`config.mk`:
```
export PLATFORM = sky130hd
export DESIGN_NAME = memory_arbiter
export DESIGN_NICKNAME = d
export VERILOG_FILES = /design/src/rtl/memory_arbiter_pkg.sv /design/src/rtl/memory_arbiter_id_fifo.sv /design/src/rtl/memory_arbiter.sv
export SDC_FILE = /design/constraint.sdc
export NUM_CORES = 1
export LEC_CHECK = 0
export CORE_AREA = 2 2 110 112
export DETAILED_ROUTE_END_ITERATION = 10
export DIE_AREA = 0 0 112 114
export PLACE_DENSITY = 0.61
export SLEW_MARGIN = 40
export SYNTH_ARGS = -nofsm -noshare
export SYNTH_HDL_FRONTEND = slang
export SYNTH_SLANG_ARGS = --single-unit
```
`constraint.sdc`:
```
create_clock -name clock -period 5.9 [get_ports clock]
set_input_delay 1.18 -clock clock [delete_from_list [all_inputs] [get_ports clock]]
set_output_delay 1.18 -clock clock [all_outputs]
set_load 0.1 [all_outputs]
```
`src/rtl/memory_arbiter_pkg.sv`:
```
// -----------------------------------------------------------------------------
// memory_arbiter_pkg
// Shared types and constants for the two-requester data-memory arbiter.
//   req_id_t            : requester identifier (1 bit)
//   REQ_CORE / REQ_AUX  : core memory issue path / secondary master (debug/DMA)
//   count_width()       : width of an occupancy counter for a given depth
// -----------------------------------------------------------------------------
package memory_arbiter_pkg;

    typedef logic [0:0] req_id_t;

    localparam req_id_t REQ_CORE = 1'b0;
    localparam req_id_t REQ_AUX  = 1'b1;

    localparam int MAX_OUTSTANDING_DEFAULT = 4;

    // Occupancy counter must represent 0..depth inclusive.
    function automatic int count_width(input int depth);
        return $clog2(depth) + 1;
    endfunction

    localparam int COUNT_WIDTH_DEFAULT = count_width(MAX_OUTSTANDING_DEFAULT);

endpackage : memory_arbiter_pkg

```
`src/rtl/memory_arbiter_id_fifo.sv`:
```
// -----------------------------------------------------------------------------
// arb_id_fifo
// In-order FIFO of requester IDs for reads in flight. The head is read straight
// from registered storage so response routing needs no extra cycle.
//   clock, reset (async active-low)
//   push, push_id : enqueue the ID of a granted read (ignored when full)
//   pop           : dequeue on a read response (ignored when empty)
//   full, empty, count, head
// -----------------------------------------------------------------------------
module arb_id_fifo
    import memory_arbiter_pkg::*;
#(
    parameter int DEPTH       = MAX_OUTSTANDING_DEFAULT,
    parameter int COUNT_WIDTH = COUNT_WIDTH_DEFAULT
) (
    input  logic                   clock,
    input  logic                   reset,
    input  logic                   push,
    input  req_id_t                push_id,
    input  logic                   pop,
    output logic                   full,
    output logic                   empty,
    output logic [COUNT_WIDTH-1:0] count,
    output req_id_t                head
);

    localparam int PTR_WIDTH = $clog2(DEPTH);

    req_id_t                id_mem [DEPTH];
    logic [PTR_WIDTH-1:0]   wr_ptr_reg;
    logic [PTR_WIDTH-1:0]   rd_ptr_reg;
    logic [COUNT_WIDTH-1:0] count_reg;

    logic do_push;
    logic do_pop;

    assign full    = (count_reg == COUNT_WIDTH'(DEPTH));
    assign empty   = (count_reg == '0);
    assign do_push = push && !full;
    assign do_pop  = pop && !empty;
    assign count   = count_reg;
    assign head    = id_mem[rd_ptr_reg];

    // Storage carries no reset; stale entries are never observed because
    // the pointers and count are cleared.
    always_ff @(posedge clock) begin
        if (do_push) begin
            id_mem[wr_ptr_reg] <= push_id;
        end
    end

    // Depth is a power of two, so pointers wrap by natural overflow.
    always_ff @(posedge clock or negedge reset) begin
        if (!reset) begin
            wr_ptr_reg <= '0;
            rd_ptr_reg <= '0;
            count_reg  <= '0;
        end else begin
            if (do_push) begin
                wr_ptr_reg <= wr_ptr_reg + PTR_WIDTH'(1);
            end
            if (do_pop) begin
                rd_ptr_reg <= rd_ptr_reg + PTR_WIDTH'(1);
            end
            case ({do_push, do_pop})
                2'b10:   count_reg <= count_reg + COUNT_WIDTH'(1);
                2'b01:   count_reg <= count_reg - COUNT_WIDTH'(1);
                default: count_reg <= count_reg;
            endcase
        end
    end

endmodule : arb_id_fifo

```
`src/rtl/memory_arbiter.sv`:
```
// -----------------------------------------------------------------------------
// memory_arbiter
// Shares one data-memory port between requester 0 (core memory issue path) and
// requester 1 (debug/DMA). Round-robin on conflict, zero-latency forwarding of
// the winner's request, and in-order routing of read responses back to the
// requester that issued each read.
//
// Ports
//   clock, reset (async assert, active-low)
//   rN_read/rN_write/rN_byte_en/rN_address/rN_data : request from requester N
//   rN_grant                                       : request accepted this cycle
//   rN_valid/rN_read_data                          : read response to requester N
//   memory_read/write/byte_en/address/data         : forwarded request
//   memory_ready                                   : memory accepts a request
//   memory_valid/memory_read_data                  : in-order read response
//   protocol_error                                 : sticky, response with no read outstanding
//   scan                                           : trace enable
//
// Build option: define MEMORY_ARBITER_SCAN_EN to compile in a cycle counter and
// a per-cycle trace gated by scan and [SCAN_CYCLES_MIN, SCAN_CYCLES_MAX].
// -----------------------------------------------------------------------------
module memory_arbiter
    import memory_arbiter_pkg::*;
#(
    parameter int DATA_WIDTH      = 32,
    parameter int ADDRESS_BITS    = 20,
    parameter int NUM_BYTES       = DATA_WIDTH / 8,
    parameter int MAX_OUTSTANDING = MAX_OUTSTANDING_DEFAULT,
    parameter int CORE            = 0,
    parameter int SCAN_CYCLES_MIN = 0,
    parameter int SCAN_CYCLES_MAX = 1000
) (
    input  logic                    clock,
    input  logic                    reset,

    input  logic                    r0_read,
    input  logic                    r0_write,
    input  logic [NUM_BYTES-1:0]    r0_byte_en,
    input  logic [ADDRESS_BITS-1:0] r0_address,
    input  logic [DATA_WIDTH-1:0]   r0_data,
    output logic                    r0_grant,
    output logic                    r0_valid,
    output logic [DATA_WIDTH-1:0]   r0_read_data,

    input  logic                    r1_read,
    input  logic                    r1_write,
    input  logic [NUM_BYTES-1:0]    r1_byte_en,
    input  logic [ADDRESS_BITS-1:0] r1_address,
    input  logic [DATA_WIDTH-1:0]   r1_data,
    output logic                    r1_grant,
    output logic                    r1_valid,
    output logic [DATA_WIDTH-1:0]   r1_read_data,

    output logic                    memory_read,
    output logic                    memory_write,
    output logic [NUM_BYTES-1:0]    memory_byte_en,
    output logic [ADDRESS_BITS-1:0] memory_address,
    output logic [DATA_WIDTH-1:0]   memory_data,
    input  logic                    memory_ready,
    input  logic                    memory_valid,
    input  logic [DATA_WIDTH-1:0]   memory_read_data,

    output logic                    protocol_error,
    input  logic                    scan
);

    localparam int COUNT_WIDTH = count_width(MAX_OUTSTANDING);

    req_id_t                last_grant_reg;
    logic                   protocol_error_reg;

    logic                   fifo_full;
    logic                   fifo_empty;
    logic [COUNT_WIDTH-1:0] fifo_count;
    req_id_t                fifo_head;

    logic                   eligible_0;
    logic                   eligible_1;
    logic                   grant_any;
    req_id_t                winner;
    logic                   push;
    logic                   pop;
    logic                   stray_response;

    // A full FIFO blocks reads even if a response pops in the same cycle:
    // eligibility looks only at registered occupancy. The reset term forces
    // every combinational output low while reset is held.
    assign eligible_0 = reset && memory_ready && (r0_write || (r0_read && !fifo_full));
    assign eligible_1 = reset && memory_ready && (r1_write || (r1_read && !fifo_full));
    assign grant_any  = eligible_0 || eligible_1;

    always_comb begin
        winner = REQ_CORE;
        if (eligible_0 && eligible_1) begin
            winner = (last_grant_reg == REQ_CORE) ? REQ_AUX : REQ_CORE;
        end else if (eligible_1) begin
            winner = REQ_AUX;
        end
    end

    assign r0_grant = grant_any && (winner == REQ_CORE);
    assign r1_grant = grant_any && (winner == REQ_AUX);

    always_comb begin
        memory_read    = 1'b0;
        memory_write   = 1'b0;
        memory_byte_en = '0;
        memory_address = '0;
        memory_data    = '0;
        if (r0_grant) begin
            memory_read    = r0_read;
            memory_write   = r0_write;
            memory_byte_en = r0_byte_en;
            memory_address = r0_address;
            memory_data    = r0_data;
        end else if (r1_grant) begin
            memory_read    = r1_read;
            memory_write   = r1_write;
            memory_byte_en = r1_byte_en;
            memory_address = r1_address;
            memory_data    = r1_data;
        end
    end

    assign push           = memory_read;
    assign pop            = reset && memory_valid && !fifo_empty;
    assign stray_response = reset && memory_valid && fifo_empty;

    assign r0_valid     = pop && (fifo_head == REQ_CORE);
    assign r1_valid     = pop && (fifo_head == REQ_AUX);
    assign r0_read_data = r0_valid ? memory_read_data : '0;
    assign r1_read_data = r1_valid ? memory_read_data : '0;

    assign protocol_error = protocol_error_reg;

    // Reset value REQ_AUX makes requester 0 win the first conflict.
    always_ff @(posedge clock or negedge reset) begin
        if (!reset) begin
            last_grant_reg     <= REQ_AUX;
            protocol_error_reg <= 1'b0;
        end else begin
            if (grant_any) begin
                last_grant_reg <= winner;
            end
            if (stray_response) begin
                protocol_error_reg <= 1'b1;
            end
        end
    end

    arb_id_fifo #(
        .DEPTH       (MAX_OUTSTANDING),
        .COUNT_WIDTH (COUNT_WIDTH)
    ) u_id_fifo (
        .clock   (clock),
        .reset   (reset),
        .push    (push),
        .push_id (winner),
        .pop     (pop),
        .full    (fifo_full),
        .empty   (fifo_empty),
        .count   (fifo_count),
        .head    (fifo_head)
    );

`ifdef MEMORY_ARBITER_SCAN_EN
    logic [31:0] cycle_count_reg;

    always_ff @(posedge clock or negedge reset) begin
        if (!reset) begin
            cycle_count_reg <= '0;
        end else begin
            cycle_count_reg <= cycle_count_reg + 32'd1;
        end
    end

    always @(posedge clock) begin
        if (reset && scan &&
            cycle_count_reg >= 32'(SCAN_CYCLES_MIN) &&
            cycle_count_reg <= 32'(SCAN_CYCLES_MAX)) begin
            $display("core %0d cycle %0d grant=%b%b rd=%b wr=%b be=%h addr=%h data=%h count=%0d head=%0d resp=%b%b rdata=%h",
                     CORE, cycle_count_reg, r1_grant, r0_grant,
                     memory_read, memory_write, memory_byte_en,
                     memory_address, memory_data, fifo_count, fifo_head,
                     r1_valid, r0_valid, memory_read_data);
        end
    end
`else
    localparam int unused_scan_cfg = CORE + SCAN_CYCLES_MIN + SCAN_CYCLES_MAX;
    logic unused_scan;
    assign unused_scan = &{1'b0, scan, fifo_count};
`endif

endmodule : memory_arbiter

```
==> Word-level counts from Yosys, hierarchy flattened <==
Memories as Yosys holds them, arrays and structs flattened.
Cells that the tools add are included.
{ "op_classes": {"n_addsub": 4, "n_eq_ne": 3, "mux": 18, "n_bitwise": 2, "reduce_logical": 22} }
{ "ops": {"columns": ["cell", "n"], "rows": [
  ["32-bit two-way mux", 4],
  ["20-bit two-way mux", 2],
  ["1-bit logical AND", 15],
  ["1-bit two-way mux", 9],
  ["4-bit two-way mux", 2],
  ["3-bit case mux with 2 select lines", 1],
  ["2-bit by 1-bit adder with 2-bit output (second input constant)", 2],
  ["3-bit by 1-bit adder with 3-bit output (second input constant)", 1],
  ["3-bit equality test (second input constant)", 1],
  ["3-bit logical NOT", 1],
  ["1-bit logical OR", 3],
  ["3-bit by 1-bit subtractor with 3-bit output (second input constant)", 1],
  ["2-bit by 1-bit equality test with 1-bit output (second input constant)", 1],
  ["2-bit equality test (second input constant)", 1],
  ["1-bit logical NOT", 2],
  ["1-bit NOT", 2],
  ["2-bit nonzero test", 1]
]} }
{ "word_totals": {"ff_bits": 9, "mem_bits_rw": 4, "inputBits": 153, "elab_cells": 55, "mem_count": 1} }
{ "memory_table": {"columns": ["name", "words", "width", "rd", "rd_clocked_by_memory_dff", "write_ports", "line", "source"], "rows": [
  ["u_id_fifo.id_mem", 4, 1, 1, 0, 1, "memory_arbiter_id_fifo.sv:29", "req_id_t id_mem [DEPTH];"]
]} }

==> Logic depth before layout (Yosys ltp) <==
{ "depth": {"depth_word": 13, "depth_mapped": 11, "depth_no_buf": 10} }

==> Cells and area by module <==
Synthesis repeated with hierarchy kept, for this count alone.
{ "hier_totals": {"hier_cells": 322, "hier_area_um2": 2299.7} }
{ "modules_own_cells": {"columns": ["module", "instances", "cells_each", "area_per_inst_um2", "seq_area_each_um2"], "rows": [
  ["memory_arbiter", 1, 279, 1717.9, 51.3],
  ["arb_id_fifo", 1, 43, 581.8, 295.3]
]} }

==> Worst setup path before layout <==
No wires, ideal clock.
{ "synth_timing": {"kind": "input to output", "start": "in r0_write", "end": "out r1_grant", "arrival_ns": 3.670, "required_ns": 4.720, "slack_ns": 1.050, "cell_stages": 2, "path_buffers": 0, "cell_sequence": "a21o_1 a211oi_1"} }
{ "synth_between": {"elab_chain_cells": 5, "word_cells_on_any_way": 6, "classes_between": "mux (1); reduce/logical (5)"} }
{ "synth_lines": {"columns": ["element", "line", "source"], "rows": [
  ["from (decl)", "memory_arbiter.sv:37", "input logic r0_write,"],
  ["1-bit logical OR (*)", "memory_arbiter.sv:88", "assign eligible_0 = reset && memory_ready && (r0_write || (r0_read && !fifo_full));"],
  ["1-bit logical AND (*)", "memory_arbiter.sv:88", null],
  ["1-bit logical AND", "memory_arbiter.sv:94", "if (eligible_0 && eligible_1) begin"],
  ["1-bit two-way mux", "memory_arbiter.sv:94", null],
  ["1-bit logical AND (*)", "memory_arbiter.sv:102", "assign r1_grant = grant_any && (winner == REQ_AUX);"],
  ["to (decl)", "memory_arbiter.sv:50", "output logic r1_grant,"]
]} }
Every way passes the cells marked *; elsewhere a longest branch is shown, timed or not.

==> Worst setup path in the final report <==
{ "layout_timing": {"start": "in reset", "end": "out memory_address[19]"} }
{ "layout_between": {"elab_chain_cells": 7, "word_cells_on_any_way": 12, "classes_between": "mux (4); bitwise (1); reduce/logical (7)"} }
{ "layout_lines": {"columns": ["element", "line", "source"], "rows": [
  ["from (decl)", "memory_arbiter.sv:34", "input logic reset,"],
  ["1-bit logical AND (*)", "memory_arbiter.sv:88, memory_arbiter.sv:89", null],
  ["1-bit logical AND, on equally long branches", "memory_arbiter.sv:89, memory_arbiter.sv:88", null],
  ["1-bit two-way mux / 1-bit logical AND (equally long branches)", "memory_arbiter.sv:96, memory_arbiter.sv:94", null],
  ["1-bit two-way mux", "memory_arbiter.sv:94", null],
  ["1-bit logical AND / 1-bit NOT (equally long branches)", "memory_arbiter.sv:102, memory_arbiter.sv:101", null],
  ["20-bit two-way mux / 1-bit logical AND (equally long branches)", "memory_arbiter.sv:116, memory_arbiter.sv:101", null],
  ["20-bit two-way mux (*)", "memory_arbiter.sv:110", "if (r0_grant) begin"],
  ["to (decl)", "memory_arbiter.sv:57", "output logic [ADDRESS_BITS-1:0] memory_address,"]
]} }
Marked as above.

==> flow_summary.yaml <==
run_status:
  outcome: "completed"
power:
  switching_share_pct: 66.7
  p_per_area_nw_per_um2: 354
  p_leak_nw: 2.13
  p_seq_share_pct: 9.5
  p_switching_mw: 1.17
  vdd.ir_drop.worst_mv: 0.239
  combPwrFrac_pct: 83.1
  p_int_uw: 582
  clkPwrFrac_pct: 7.4
cts:
  path_clk_slew_ps: 40
  cts_hold_buffers: 0
  root_buffer: "clkbuf_16"
  numCtsBuffers: 3
  cts-resized-gates: 0
  post_cts.repair.setup_buffers: 0
  insertion_delay_ps: 250
  clockBufferDepth: 2
  cts_tree: "yes"
  ctsHtreeMaxLevel: 1
  numClockSinks: 13
timing:
  final-setup-viol-count: 0
  fin_setup_tns_ps: 0
  drv_slew: 0
  fmax_ghz: 0.223
  relSlewSlack_pct: 59.0
  finalHoldViolCount: 0
  fin_crit_sh_pct: 76.1
  period_minus_slack_ps: 4490
  setup_slack_ps: 1410
  clock_skew_ps: 1.67
  rsz0062_at_grt: "no"
  worstMarginPinSlew_ps: 615
global_routing:
  grt_max_degree: 69
  grt_overflow: 0
  antenna_found_initial: 0
  grt_usage_pct: 16.1
  grt_pass1_vias: 3376
  grt_pass1_wl_microns: 16900
critical_path:
  cpPeakStageDelay_ps: 510
  cp_max_fo: 68
  crit_type: "in2out"
  critPathLaunch: "reset"
  cp_slowest_cell: "and2_4"
  crit_chain: "clkdlybuf4s50_1, buf_4, and2_4, buf_12, nand2_1, o22ai_1, buf_4"
  crit_top_cell: "buf_4"
  worst-path-buf-inv: 4
  r2r_start: "u_id_fifo.count[0]"
  crit_family: "buffers and inverters"
  cp-end-kind: "output port"
  cp_data_required_time_ps: 4720
  cp_data_arrival_time_ps: 3310
  critPathLaunchType: "primary input"
floorplan:
  row_count: 40
  die_w_microns: 112
  initial_core_util_pct: 19.6
  die_height_microns: 114
  top_level_ports: 280
  coreArea_sq_um: 11700
  die-area_sq_um: 12800
run:
  drv_cap: 0
synth:
  yosysWarnings: 0
  synth-simple-area-share_pct: 39.4
  syn_area_sq_um: 2290
  synth_top_family_by_area: "simple AND/OR/NAND/NOR gates"
  synth_top_area_cell: "nand2_1"
  yosysMostFrequentCell: "nand2_1"
  ys_ff_latch: 13
  synth_common_cells: "nand2_1 (153), nor2_1 (69), o22ai_2 (30)"
  yosysUniqueCellTypes: 33
  ys_seq_area_share_pct: 15.1
  synth_compound_area_share_pct: 28.8
  synth_top_area_share_pct: 25.1
  synth_xor_area_share_pct: 2.29
  synth_cells: 374
  synthesis.nets: 533
  syn_avg_cell_area_sq_um: 6.13
  synth_mux_area_share_pct: 1.86
  async_flop_share_pct: 69.2
  synth_flop_cell: "dfrtp_1"
  synth_area_leaders: "nand2_1 (25%), o22ai_2 (16%), nor2_1 (11%)"
  synth-edff-count: 4
  synthAdderAreaFrac_pct: 3.60
min_path:
  hold_class: "reg2reg"
  hold_start: "protocol_error"
place:
  placement.io_buffers: 278
  dp_hpwl_microns: 8880
  gp_congestion: 0.784
  pre_cts_slack_ps: 1380
cells_and_area:
  drive_gt1_share_pct: 28.9
  nets: 790
  largest_reg_flops: 4
  diodes: 0
  fin_util_pct: 42.2
  synthToLayoutAreaGrowth_pct: 116
detailed_routing:
  first_iter_violations: 131
  drc_errors: 0
  via_per_inst: 4.57
  wl_microns: 10900
  drt.antenna.violating_nets: 0
  vias: 3549
  detail_route.wl_per_cell_microns: 14.0
  firstDrtPassIters: 4
-- layout make-up --
cell class	count	area [sq um]
Clock buffer	4	78.8
Fill cell	1256	6760
Sequential cell	13	347
Multi-Input combinational cell	320	1760
Inverter	6	22.5
Timing Repair Buffer	287	2560
Tap cell	147	184
-- final timing paths --
check	endpoint	depth (start not counted)	slack (ps)
setup / recovery	memory_address[19]	7	1410
hold / removal	protocol_error	1	470
setup reg to reg	u_id_fifo.count[2]	10	3680
hold reg to reg	protocol_error	1	470
max in group asynchronous	last_grant_reg	2	4440
min in group asynchronous	u_id_fifo.wr_ptr_reg[0]	2	1230
-- worst reg2reg max path, delay by kind of cell (launching register included) --
kind / cells / cell delay, ps
DFF: 1 / 410
AOI/OAI and AO/OA: 1 / 100
xor gates and xnor gates: 2 / 310
buffers and inverters: 2 / 130
adders and majority gates: 2 / 540
and+or+nand+nor: 3 / 660
-- kinds of logic (layout without fill, tap and decap cells) --
logic type               after synthesis  in the layout
XOR/XNOR                               6              6
flip-flops                            13             13
AND/OR/NAND/NOR                      233            233
adder cells (fa/ha/maj)                6              6
AO/OA/AOI/OAI                         71             71
buffers and inverters                 41            297
multiplexers                           4              4
-- power by group through the flow --
| stage | clock [mW] | sequential, mW | combinational, mW |
|---|---|---|---|
| 6_report | 0.130 | 0.166 | 1.45 |
| 5_1_grt | 0.139 | 0.173 | 1.53 |
| 4_1_cts | 0.135 | 0.167 | 1.46 |
| 3_5_place_dp | 0 | 0.168 | 1.46 |
| 3_3_place_gp | 0 | 0.164 | 1.44 |
| 2_1_floorplan | 0 | 0.176 | 1.12 |
-- routing by layer --
metal | track usage [%] | wire length [microns] | up-vias
li1 | - | - | 1746
met1 | 16.9 | 3840 | 1597
met2 | 30.7 | 5600 | 195
met3 | 5.26 | 1250 | 11
met4 | 4.63 | 165 | 0
met5 | 0 | 0 | -
-- layout by cell type, fill, tap and decap left out, types with 2 or more instances in the layout --
cell             instances
a21o_1                   2
mux2_2                   2
a211oi_1                 2
clkbuf_16                3
nor2_1                  68
clkdlybuf4s50_1        151
inv_1                    6
dfrtp_1                  8
and2_1                   4
buf_8                    2
mux2i_1                  2
o22ai_2                 30
nand2_1                153
o22ai_1                 27
xnor2_1                  3
a31o_2                   2
ha_1                     5
xor2_1                   3
nor3_1                   4
edfxtp_1                 4
buf_4                  132
-- stage by stage --
stage | cells | instance area (sq um) | hold WS (ps) | power (mW)
after floorplan | 374 | 2290 | 456 | 1.30
after global placement | 771 | 4840 | 453 | 1.60
after detailed placement | 773 | 4870 | 470 | 1.63
after CTS | 777 | 4950 | 480 | 1.77
after global routing | 777 | 4950 | 493 | 1.84
final | 777 | 4950 | 471 | 1.75
Note: power is estimated with default switching activity, not from simulation.
